### src/rtl/imm_gen_pipe.sv
// imm_gen_pipe: registered RISC-V immediate generator with a small output FIFO.
// Each accepted instruction is decoded in the same cycle. The immediate, the
// format code and the illegal flag are written into a DEPTH-entry FIFO, so
// decode can keep running while the execute stage stalls.
module imm_gen_pipe #(
  parameter int XLEN  = 64,
  parameter int DEPTH = 2
) (
  input  logic            clk,
  input  logic            reset,
  input  logic            inst_valid,
  output logic            inst_ready,
  input  logic [31:0]     inst,
  input  logic            lt_flag,
  output logic            imm_valid,
  input  logic            imm_ready,
  output logic [XLEN-1:0] imm,
  output logic [2:0]      fmt,
  output logic            illegal
);

  localparam int AW = $clog2(DEPTH);
  localparam logic [AW:0] FULL_COUNT = (AW+1)'(DEPTH);

  typedef enum logic [2:0] {
    FMT_R   = 3'd0,
    FMT_I   = 3'd1,
    FMT_S   = 3'd2,
    FMT_B   = 3'd3,
    FMT_U   = 3'd4,
    FMT_J   = 3'd5,
    FMT_ILL = 3'd7
  } fmt_t;

  logic [63:0]     dec_wide;
  logic [XLEN-1:0] dec_imm;
  fmt_t            dec_fmt;
  logic            dec_ill;

  logic [XLEN-1:0] imm_mem [DEPTH];
  fmt_t            fmt_mem [DEPTH];
  logic            ill_mem [DEPTH];

  logic [AW-1:0] wr_ptr;
  logic [AW-1:0] rd_ptr;
  logic [AW:0]   count;

  logic push;
  logic pop;
  logic s;

  assign s = inst[31];

  // Ready and valid come only from the registered count. A pop therefore
  // never opens the input in the same cycle that it frees a slot.
  assign inst_ready = (count != FULL_COUNT);
  assign imm_valid  = (count != '0);
  assign push       = inst_valid && inst_ready;
  assign pop        = imm_valid && imm_ready;

  // The head entry is always shown. When the FIFO is empty it is stale.
  assign imm     = imm_mem[rd_ptr];
  assign fmt     = fmt_mem[rd_ptr];
  assign illegal = ill_mem[rd_ptr];

  // Decode the opcode into a 64-bit sign-extended immediate, then trim it to
  // XLEN. This handles XLEN=32 without a zero-width replication.
  always_comb begin
    dec_wide = '0;
    dec_fmt  = FMT_ILL;
    dec_ill  = 1'b1;
    case (inst[6:0])
      7'b0110011: begin
        dec_wide = {63'b0, lt_flag};
        dec_fmt  = FMT_R;
        dec_ill  = 1'b0;
      end
      7'b0010011, 7'b0000011, 7'b1100111: begin
        dec_wide = {{52{s}}, inst[31:20]};
        dec_fmt  = FMT_I;
        dec_ill  = 1'b0;
      end
      7'b0100011: begin
        dec_wide = {{52{s}}, inst[31:25], inst[11:7]};
        dec_fmt  = FMT_S;
        dec_ill  = 1'b0;
      end
      7'b1100011: begin
        dec_wide = {{51{s}}, inst[31], inst[7], inst[30:25], inst[11:8], 1'b0};
        dec_fmt  = FMT_B;
        dec_ill  = 1'b0;
      end
      7'b0110111, 7'b0010111: begin
        dec_wide = {{32{s}}, inst[31:12], 12'b0};
        dec_fmt  = FMT_U;
        dec_ill  = 1'b0;
      end
      7'b1101111: begin
        dec_wide = {{43{s}}, inst[31], inst[19:12], inst[20], inst[30:21], 1'b0};
        dec_fmt  = FMT_J;
        dec_ill  = 1'b0;
      end
      default: begin
        dec_wide = '0;
        dec_fmt  = FMT_ILL;
        dec_ill  = 1'b1;
      end
    endcase
  end

  assign dec_imm = dec_wide[XLEN-1:0];

  // Storage is cleared on reset so the stale head after reset reads as zero.
  always_ff @(posedge clk or posedge reset) begin
    if (reset) begin
      for (int i = 0; i < DEPTH; i++) begin
        imm_mem[i] <= '0;
        fmt_mem[i] <= FMT_R;
        ill_mem[i] <= 1'b0;
      end
    end else if (push) begin
      imm_mem[wr_ptr] <= dec_imm;
      fmt_mem[wr_ptr] <= dec_fmt;
      ill_mem[wr_ptr] <= dec_ill;
    end
  end

  // The pointers wrap naturally because DEPTH is a power of two. The count
  // tracks occupancy so that full and empty can be told apart.
  always_ff @(posedge clk or posedge reset) begin
    if (reset) begin
      wr_ptr <= '0;
      rd_ptr <= '0;
      count  <= '0;
    end else begin
      if (push) wr_ptr <= wr_ptr + AW'(1);
      if (pop)  rd_ptr <= rd_ptr + AW'(1);
      case ({push, pop})
        2'b10:   count <= count + (AW+1)'(1);
        2'b01:   count <= count - (AW+1)'(1);
        default: count <= count;
      endcase
    end
  end

endmodule

### config.mk
export PLATFORM = sky130hd
export DESIGN_NAME = imm_gen_pipe
export DESIGN_NICKNAME = d
export VERILOG_FILES = /design/src/rtl/imm_gen_pipe.sv
export SDC_FILE = /design/constraint.sdc
export NUM_CORES = 1
export LEC_CHECK = 0
export ABC_AREA = 1
export CAP_MARGIN = 20
export CELL_PAD_IN_SITES_DETAIL_PLACEMENT = 0
export CELL_PAD_IN_SITES_GLOBAL_PLACEMENT = 1
export CORE_ASPECT_RATIO = 0.75
export CORE_UTILIZATION = 38
export CTS_CLUSTER_DIAMETER = 100
export CTS_CLUSTER_SIZE = 10
export DETAILED_ROUTE_END_ITERATION = 10
export PLACE_DENSITY_LB_ADDON = 0.1
export SYNTH_ARGS = -nofsm -noshare
export SYNTH_HDL_FRONTEND = slang
export SYNTH_SLANG_ARGS = --single-unit
### constraint.sdc
create_clock -name clk -period 6.1 [get_ports clk]
set_clock_uncertainty 0.05 [all_clocks]
set_input_delay 1.525 -clock clk [delete_from_list [all_inputs] [get_ports clk]]
set_output_delay 1.525 -clock clk [all_outputs]
set_load 0.01 [all_outputs]
==> results_dict.tcl, run 1 <==
set metrics [dict create \
    whs_endpoint "imm_mem[68]" \
    slowest_stage "clkdlybuf4s50_1" \
    post-route-util_pct 50.17 \
    powerDensity_mw_per_mm2 338.6 \
    synth_area_leaders "dfrtp_1 44%, nand2_1 30%, buf_4 6.6%" \
    grt_max_degree 48 \
    syn_area_mm2 0.004303 \
    status "finished, violations left" \
    overflow 0 \
    min_path_cells 2 \
    fmax_ghz 0.2652 \
    reg2reg_depth 8 \
    track_usage_pct 20.36 \
    slew_headroom_pct 40.89 \
    ir_drop_mv 0.2294 \
    final_area_mm2 0.005510 \
    fin_nets 705 \
    synth_top_area_cell "dfrtp_1" \
    initial_core_util_pct 39.18 \
    synth_top_family_by_area "simple AND/OR/NAND/NOR gates" \
    dieArea_mm2 0.01176 \
    place_area_mm2 0.005180 \
    place.gp.congestion 0.7992 \
    areaGrowthSynthToFinish_pct 28.06 \
    period_share_pct 61.82 \
    yosys-mux-area-fraction_pct 0 \
    grt_pass1_vias 3606 \
    synth_nets 641 \
    hold_violations 0 \
    cts_root_buf "clkbuf_16" \
    cts_resized 0 \
    finalSetupViolCount 0 \
    synth.distinct_cells 25 \
    syn_inst 603 \
    slew_viol_final 0 \
    post-dp-hpwl_mm 7.288 \
    power_mw 1.866 \
    drc_errors 13 \
    cts_tree "yes" \
    critPathRequiredTime_ps 4530 \
    die_w_um 124.9 \
    worst_pin_slew_ps 884.6 \
    ys_warn_count 0 \
    drv_cap 0 \
    synth_xor_area_share_pct 0.6106 \
    critPathKind "flip-flop to output port" \
    core_mm2 0.01098 \
    clock_latency_ps 340 \
    hp-class "flip-flop to flip-flop" \
    crit_fanout 33 \
    viasPerCell 4.637 \
    r2r-end "imm_mem[6]" \
    numCtsBuffers 9 \
    rsz0062_at_grt "no" \
    worstReg2RegStart "count[0]" \
    wl_per_cell_um 13.63 \
    cts_max_level 3 \
    synth_top_area_share_pct 44.20 \
    synth_seq_cells 76 \
    drt_iter0_markers 189 \
    hold_start "imm_mem[68]" \
    tns_ps 0 \
    die_height_um 94.16 \
    critPathLaunchType "flip-flop" \
    cpMostUsedCell "nand2_1" \
    io_buffers 106 \
    post_cts_buffers 0 \
    synth_simple_gate_area_share_pct 40.71 \
    vias 3765 \
    antenna_found_initial 0 \
    synth_ff_type "dfrtp_1" \
    ctsLongestPathBuffers 2 \
    synth_compound_area_share_pct 2.094 \
    violations "design-rule violations" \
    synthArstFlopShare_pct 100.0 \
    r2r_slack_ps 3800 \
    synthAdderAreaFrac_pct 0.2908 \
    synth.avg_cell_area_um2 7.136 \
    num_rows 33 \
    grt_pass1_wl_mm 18.37 \
    clk_pin_slew_ps 60 \
    critPathMaxStageDelay_ps 690 \
    totalWireLength_mm 11.07 \
    leakagePower_nw 2.941 \
    antenna_cells 0 \
    cts_hold_buf 0 \
    crit_path_cell_trace "inv_1 -> nand2_1 -> nand2_1 -> clkdlybuf4s50_1" \
    critPathCaptureType "output port" \
    arrival_ps 2200 \
    synth_edf_count 0 \
    drtAntennaViolNets 0 \
    drive_above_1_share_pct 7.440 \
    whs_ps 425.4 \
    first_pass_iters 7 \
    cts_sinks 76 \
    ys_seq_area_share_pct 44.20 \
    period_needed_ps 3771 \
    pin_count 107 \
]
## cell usage in the layout, fill, tap and decap left out, types with 2 or more instances in the layout
cell	Yosys	final
inv_1	28	27
nor2_4	2	2
inv_2	4	5
clkdlybuf4s50_1	0	106
o21ai_0	12	12
nand4_1	2	2
nor2_1	11	11
xor2_1	2	2
buf_4	38	5
clkinvlp_4	0	2
dfrtp_1	76	76
clkinv_2	0	2
nand3_1	36	36
clkbuf_16	0	9
nand2_2	5	5
o21ai_1	5	5
nand2_4	13	13
nand2_1	340	340
## per-stage QoR
stage                     setup WS (ps)  cells
after floorplan                    2587    603
after global placement             2068    795
after detailed placement           1973    795
after CTS                          2254    811
after global routing               2150    812
final                              2329    812
## sequential cells by signal, summed over array words and instances, names as in the netlist
name / cells
imm_mem: 64
rd_ptr: 1
count: 2
ill_mem: 2
wr_ptr: 1
fmt_mem: 6
## power breakdown
group	switching, mW	internal, mW	total [mW]	leakage (nW)
Combinational	0.409	0.276	0.685	1.77
Clock	0.210	0.327	0.537	0.144
Sequential	0.0506	0.594	0.645	1.03
## area by class of cell
cell class	count	area, µm²
Clock buffer	10	239.0
Timing Repair Buffer	112	1126
Inverter	33	123.9
Clock inverter	6	63.81
Tap cell	140	175.2
Fill cell	1105	5473
Multi-Input combinational cell	435	1881
Sequential cell	76	1902
## critical path: cells and delay by family (launching register included)
kind                   cells  cell delay (ps)
flip-flops                 1              390
buffers and inverters      2              770
AND/OR/NAND/NOR            2              690
## synth_stat cells (4+ instances only)
cell type / count
o21ai_0: 12
inv_2: 4
buf_4: 38
nand2_4: 13
inv_1: 28
nor2_1: 11
nand2_2: 5
o21ai_1: 5
nand3_1: 36
clkbuf_1: 7
nand2_1: 340
buf_2: 13
dfrtp_1: 76
## metal layers
metal | GRT usage, % | vias to the layer above | wire length [µm]
met5 | 0 | - | 0
met4 | 5.894 | 0 | 141
met3 | 4.613 | 11 | 469
met2 | 33.61 | 89 | 4963
met1 | 26.88 | 1744 | 5491
li1 | - | 1921 | -
## worst max-delay path by stage
stage                     from          to  slack (ps)
floorplan                reset    count[0]        2590
global placement    inst_valid  imm_mem[7]        2070
detailed placement  inst_valid  imm_mem[7]        1970
CTS                     rd_ptr     imm[61]        2250
global route            rd_ptr     imm[42]        2150
finish                  rd_ptr     imm[61]        2330
## logic make-up after synthesis
group                      count (synthesis)
buffers and inverters                     92
adders and majority gates                  1
xor gates and xnor gates                   3
and+or+nand+nor                          413
AOI/OAI and AO/OA                         18
DFF                                       76
(Power assumes the default switching activity.)
==> run 2: changes to the inputs <==
--- a/config.mk
+++ b/config.mk
@@ -10,7 +10,7 @@
 export CELL_PAD_IN_SITES_DETAIL_PLACEMENT = 0
 export CELL_PAD_IN_SITES_GLOBAL_PLACEMENT = 1
 export CORE_ASPECT_RATIO = 0.75
-export CORE_UTILIZATION = 38
+export CORE_UTILIZATION = 35
 export CTS_CLUSTER_DIAMETER = 100
 export CTS_CLUSTER_SIZE = 10
 export DETAILED_ROUTE_END_ITERATION = 10
==> constraint.sdc (replaced) <==
create_clock -name clk -period 3.5 [get_ports clk]
set_clock_uncertainty 0.05 [all_clocks]
set_input_delay 0.875 -clock clk [delete_from_list [all_inputs] [get_ports clk]]
set_output_delay 0.875 -clock clk [all_outputs]
set_load 0.01 [all_outputs]
==> run 2 against run 1 <==
Against the previous run: register-to-register slack worse by 2100 ps; the run now ends clean; global-route usage is 0.32 points lower; largest power group unchanged; highest routed layer unchanged; setup slack worse by 1900 ps; utilization fell by 2.8 points.
==> results_dict.tcl, run 2 (synthesis gave the netlist of run 1 again) <==
set metrics [dict create \
    first_pass_iters 5 \
    die_w_um 130.0 \
    cts_tree "yes" \
    wl_per_cell_um 13.69 \
    reg_top3 "imm_mem x64, fmt_mem x6" \
    drc_errors 0 \
    fmax_ghz 0.3248 \
    num-fill-cells 1182 \
    antenna_cells 0 \
    cp_num_buf_inv 3 \
    final_cell_mix "340 x nand2_1, 106 x clkdlybuf4s50_1, 76 x dfrtp_1" \
    r2r_slack_ps 1690 \
    p_int_mw 2.164 \
    whs_endpoint "imm_mem[93]" \
    pin_count 107 \
    antenna_found_initial 0 \
    cts_sinks 76 \
    hold_start "imm_mem[93]" \
    switchingPower_mw 1.169 \
    p_sw_share_pct 35.07 \
    arrival_ps 2150 \
    num_rows 34 \
    critPathRequiredTime_ps 2570 \
    cts_max_level 3 \
    overflow 0 \
    grt_pass1_vias 3841 \
    drive_above_1_share_pct 7.829 \
    totalWireLength_mm 11.48 \
    tns_ps 0 \
    areaGrowthSynthToFinish_pct 29.78 \
    leakagePower_nw 2.973 \
    power_mw 3.332 \
    track_usage_pct 20.04 \
    period_share_pct 87.97 \
    clk_pin_slew_ps 60 \
    die_height_um 98.03 \
    finalSetupViolCount 0 \
    crit_fanout 43 \
    powerDensity_mw_per_mm2 596.8 \
    initial_core_util_pct 36.52 \
    core_mm2 0.01178 \
    hp-class "flip-flop to flip-flop" \
    worst_pin_slew_ps 652.2 \
    hold_violations 0 \
    largest_register_ffs 64 \
    largest_register "imm_mem" \
    drtAntennaViolNets 0 \
    p_seq_share_pct 33.6 \
    critPathTopFamily "buffers and inverters" \
    io_buffers 106 \
    drv_cap 0 \
    final_common_cell "nand2_1" \
    cts_resized 0 \
    grt_max_degree 44 \
    whs_ps 426.7 \
    slew_headroom_pct 56.46 \
    cts_hold_buf 0 \
    final_area_mm2 0.005584 \
    rsz0062_at_grt "no" \
    clock_latency_ps 340 \
    drt_iter0_markers 174 \
    critPathKind "flip-flop to output port" \
    power_frac_clock_pct 30.0 \
    combPwrFrac_pct 36.4 \
    post_cts_buffers 0 \
    place_area_mm2 0.005265 \
    critPathCaptureType "output port" \
    slew_viol_final 0 \
    fin_nets 710 \
    viasPerCell 4.501 \
    dieArea_mm2 0.01275 \
    place.gp.congestion 0.7670 \
    ctsLongestPathBuffers 2 \
    status "complete, no violations" \
    critPathMaxStageDelay_ps 590 \
    post-dp-hpwl_mm 7.722 \
    period_needed_ps 3079 \
    post-route-util_pct 47.39 \
    grt_pass1_wl_mm 19.41 \
    crit_path_cell_trace "buf_4 -> nand2_1 -> nand2_1 -> buf_4 -> clkdlybuf4s50_1" \
    numCtsBuffers 9 \
    r2r-end "imm_mem[91]" \
    ir_drop_mv 0.4085 \
    cts_root_buf "clkbuf_16" \
    vias 3776 \
    critPathLaunchType "flip-flop" \
    min_path_cells 2 \
    reg2reg_depth 8 \
    worstReg2RegStart "count[0]" \
    slowest_stage "clkdlybuf4s50_1" \
]
## run 2: how the worst max path moves through the flow
stage,depth (start not counted),to,start
CTS,5,imm[51],rd_ptr
finish,5,imm[51],rd_ptr
detailed placement,5,imm[51],rd_ptr
floorplan,1,count[0],reset
global route,5,imm[32],rd_ptr
global placement,5,imm[35],rd_ptr
## run 2: power by group through the flow
stage / clock, mW / sequential, mW / combinational [mW]
5_1_grt: 1.07 / 1.14 / 1.36
3_3_place_gp: 0 / 1.13 / 1.22
3_5_place_dp: 0 / 1.13 / 1.23
6_report: 1.00 / 1.12 / 1.21
2_1_floorplan: 0 / 1.11 / 0.756
4_1_cts: 1.03 / 1.12 / 1.24
## run 2: final cells by class
cell class                      instances  area [µm²]  share of cell area (%)
Sequential cell                        76        1902                   34.06
Clock buffer                           12       246.5                   4.414
Clock inverter                          4       72.57                   1.300
Tap cell                              162       202.7                   3.630
Inverter                               33       123.9                   2.218
Timing Repair Buffer                  117        1156                   20.70
Multi-Input combinational cell        435        1881                   33.68
## run 2: per-layer routing
metal	vias to the layer above	track usage, %	share of wire, %
met3	10	4.712	6.5
met5	-	0	0
met1	1708	27.34	48
met2	118	31.96	45
met4	0	4.830	0.98
li1	1940	-	-
## run 2: worst reg2reg max path, cell delays in order, from the launching register on
cell	delay, ps
dfrtp_1	410
inv_1	80
nand2_1	90
nand2_2	120
nor2_4	40
buf_4	200
inv_2	510
nand2_1	140
nand2_1	100
## run 2: through the flow
stage | instances | setup slack [ps]
6_report | 839 | 421.1
5_1_grt | 839 | 273.1
4_1_cts | 839 | 384.7
3_5_place_dp | 823 | 744.3
3_3_place_gp | 823 | 785.4
2_1_floorplan | 603 | 636.7
==> run 3: changes to the inputs <==
--- a/config.mk
+++ b/config.mk
@@ -5,12 +5,11 @@
 export SDC_FILE = /design/constraint.sdc
 export NUM_CORES = 1
 export LEC_CHECK = 0
-export ABC_AREA = 1
 export CAP_MARGIN = 20
 export CELL_PAD_IN_SITES_DETAIL_PLACEMENT = 0
 export CELL_PAD_IN_SITES_GLOBAL_PLACEMENT = 1
 export CORE_ASPECT_RATIO = 0.75
-export CORE_UTILIZATION = 35
+export CORE_UTILIZATION = 38
 export CTS_CLUSTER_DIAMETER = 100
 export CTS_CLUSTER_SIZE = 10
 export DETAILED_ROUTE_END_ITERATION = 10
==> constraint.sdc (replaced) <==
create_clock -name clk -period 3.2 [get_ports clk]
set_clock_uncertainty 0.05 [all_clocks]
set_input_delay 0.8 -clock clk [delete_from_list [all_inputs] [get_ports clk]]
set_output_delay 0.8 -clock clk [all_outputs]
set_load 0.01 [all_outputs]
==> run 3 against run 2 <==
Against the previous run: final cell count decreased by 30%; cell area down 2.9%; sequential cell count unchanged; sequential power increased by 15%; first-iteration DRC count fell by 35%; sequential share of layout area grew 1.0 points; via count is 19% lower; non-clock buffer count rose by 5; highest routed layer unchanged; hold slack worse by 2.4 ps; global-route usage down 0.28 points; total power grew 19%.
==> results_dict.tcl, run 3 <==
set metrics [dict create \
    post-route-util_pct 52.69 \
    synthArstFlopShare_pct 100.0 \
    reg_top3 "imm_mem x64, fmt_mem x6" \
    post-dp-hpwl_mm 6.885 \
    ir_drop_mv 0.4400 \
    post-place-cells 575 \
    hold_violations 0 \
    place.gp.congestion 0.7970 \
    grt_max_degree 38 \
    crit_fanout 33 \
    drc_errors 0 \
    worst_pin_slew_ps 534.9 \
    slowest_stage "clkdlybuf4s50_1" \
    overflow 0 \
    fin_nets 488 \
    ys_warn_count 0 \
    hp-class "flip-flop to flip-flop" \
    antenna_cells 0 \
    period_share_pct 88.48 \
    synth.avg_cell_area_um2 10.76 \
    vias 3067 \
    power_mw 3.971 \
    synth_area_leaders "dfrtp_1 47%, mux2_2 11%, buf_4 6.0%" \
    final-instance-count-excl-fill 591 \
    fmax_ghz 0.3532 \
    syn_inst 374 \
    synth_seq_cells 76 \
    finalSetupViolCount 0 \
    yosys-top-cells-count "76 x dfrtp_1, 52 x nand2_1, 40 x mux2_2" \
    cts_root_buf "clkbuf_16" \
    cts_tree "yes" \
    synth_top_area_share_pct 47.26 \
    critPathKind "flip-flop to output port" \
    clk_pin_slew_ps 50 \
    critPathMaxStageDelay_ps 640 \
    numCtsBuffers 9 \
    status "complete, no violations" \
    arrival_ps 1980 \
    pin_count 107 \
    areaGrowthSynthToFinish_pct 34.73 \
    post_cts_buffers 0 \
    crit_path_cell_trace "mux2_2 -> clkdlybuf4s50_1" \
    ctsLongestPathBuffers 2 \
    antenna_found_initial 0 \
    powerDensity_mw_per_mm2 732.4 \
    synth_nets 412 \
    rsz0062_at_grt "no" \
    drtAntennaViolNets 0 \
    largest_register "imm_mem" \
    synth.distinct_cells 51 \
    cts_hold_buf 0 \
    final_cell_mix "106 x clkdlybuf4s50_1, 76 x dfrtp_1, 52 x nand2_1" \
    wl_per_cell_um 16.94 \
    totalWireLength_mm 10.01 \
    drive_above_1_share_pct 19.12 \
    period_needed_ps 2831 \
    grt_pass1_vias 3111 \
    leakagePower_nw 2.274 \
    syn_area_mm2 0.004024 \
    ys_seq_area_share_pct 47.26 \
    critPathRequiredTime_ps 2350 \
    first_pass_iters 4 \
    synth.most_common_cell "dfrtp_1" \
    cts_resized 0 \
    synth_ff_type "dfrtp_1" \
    die_height_um 91.12 \
    grt_pass1_wl_mm 16.64 \
    tns_ps 0 \
    critPathCaptureType "output port" \
    cts_sinks 76 \
    drt_iter0_markers 113 \
    synth_top_area_cell "dfrtp_1" \
    drv_cap 0 \
    slew_headroom_pct 64.15 \
    die_w_um 120.8 \
    largest_register_ffs 64 \
    final_common_cell "clkdlybuf4s50_1" \
    io_buffers 106 \
    slew_viol_final 0 \
    track_usage_pct 19.76 \
    cts_max_level 3 \
    core_mm2 0.01029 \
    num_rows 32 \
    synth_edf_count 0 \
    initial_core_util_pct 39.11 \
    critPathLaunchType "flip-flop" \
    clock_latency_ps 330 \
    dieArea_mm2 0.01101 \
    viasPerCell 5.190 \
    whs_ps 424.3 \
]
[run 3: changes by cell type in the layout (fill, tap and decap cells not counted), moves of 13 or more]
cell      delta
nand2_4     -13
inv_1       -25
nand3_1     -33
o211ai_1    +24
mux2_2      +40
a21oi_1     +16
nand2_1    -288
a221o_1     +16
[run 3: per-layer routing]
metal,up-vias,global-route usage (%),part of all wire (%)
li1,1476,-,-
met1,1508,28.29,49
met2,75,29.57,46
met3,8,4.334,3.7
met4,0,6.173,1.1
met5,-,0,0
[run 3: worst max-delay path, delay by kind of cell, from the launching register on]
kind | cells | cell delay [ps]
buffers and inverters | 1 | 640
muxes | 1 | 570
DFF | 1 | 430
[run 3: layout make-up]
| class | count | area, µm² |
|---|---|---|
| multi-input cells | 238 | 1762 |
| inverters | 3 | 11.26 |
| well taps | 136 | 170.2 |
| repair buffers | 122 | 1206 |
| clock buffers | 13 | 280.3 |
| clock inverters | 3 | 90.09 |
| flip-flops and latches | 76 | 1902 |
| fillers | 891 | 4868 |
[run 3: cells by family after synthesis]
group,Yosys count,synth area share [%]
XOR/XNOR,4,0.8708
buffers and inverters,60,8.955
AO/OA/AOI/OAI,98,18.94
AND/OR/NAND/NOR,94,12.22
multiplexers,41,11.44
flip-flops,76,47.26
adder cells (fa/ha/maj),1,0.3109
[run 3: per-stage QoR]
| step | worst slack [ps] | instance area (µm²) |
|---|---|---|
| after detailed placement | 322.4 | 5051 |
| after global routing | 237.2 | 5421 |
| after floorplan | 411.7 | 4024 |
| final | 368.5 | 5421 |
| after global placement | 377.1 | 5051 |
| after CTS | 313.0 | 5421 |
[run 3: final timing paths]
check,cells past startpoint,slack [ps],start,end
max in group asynchronous,3,1780,reset,imm_mem[91]
min in group asynchronous,2,750,reset,fmt_mem[3]
worst min-delay path,2,420,fmt_mem[4],fmt_mem[4]
worst max register to register,4,1190,count[0],imm_mem[0]
worst min register to register,2,420,fmt_mem[4],fmt_mem[4]
worst max-delay path,2,370,rd_ptr,imm[50]
[run 3: power breakdown]
group | switching (mW) | internal (mW) | total (mW)
Clock | 0.385 | 0.847 | 1.23
Sequential | 0.119 | 1.17 | 1.29
Combinational | 0.703 | 0.748 | 1.45
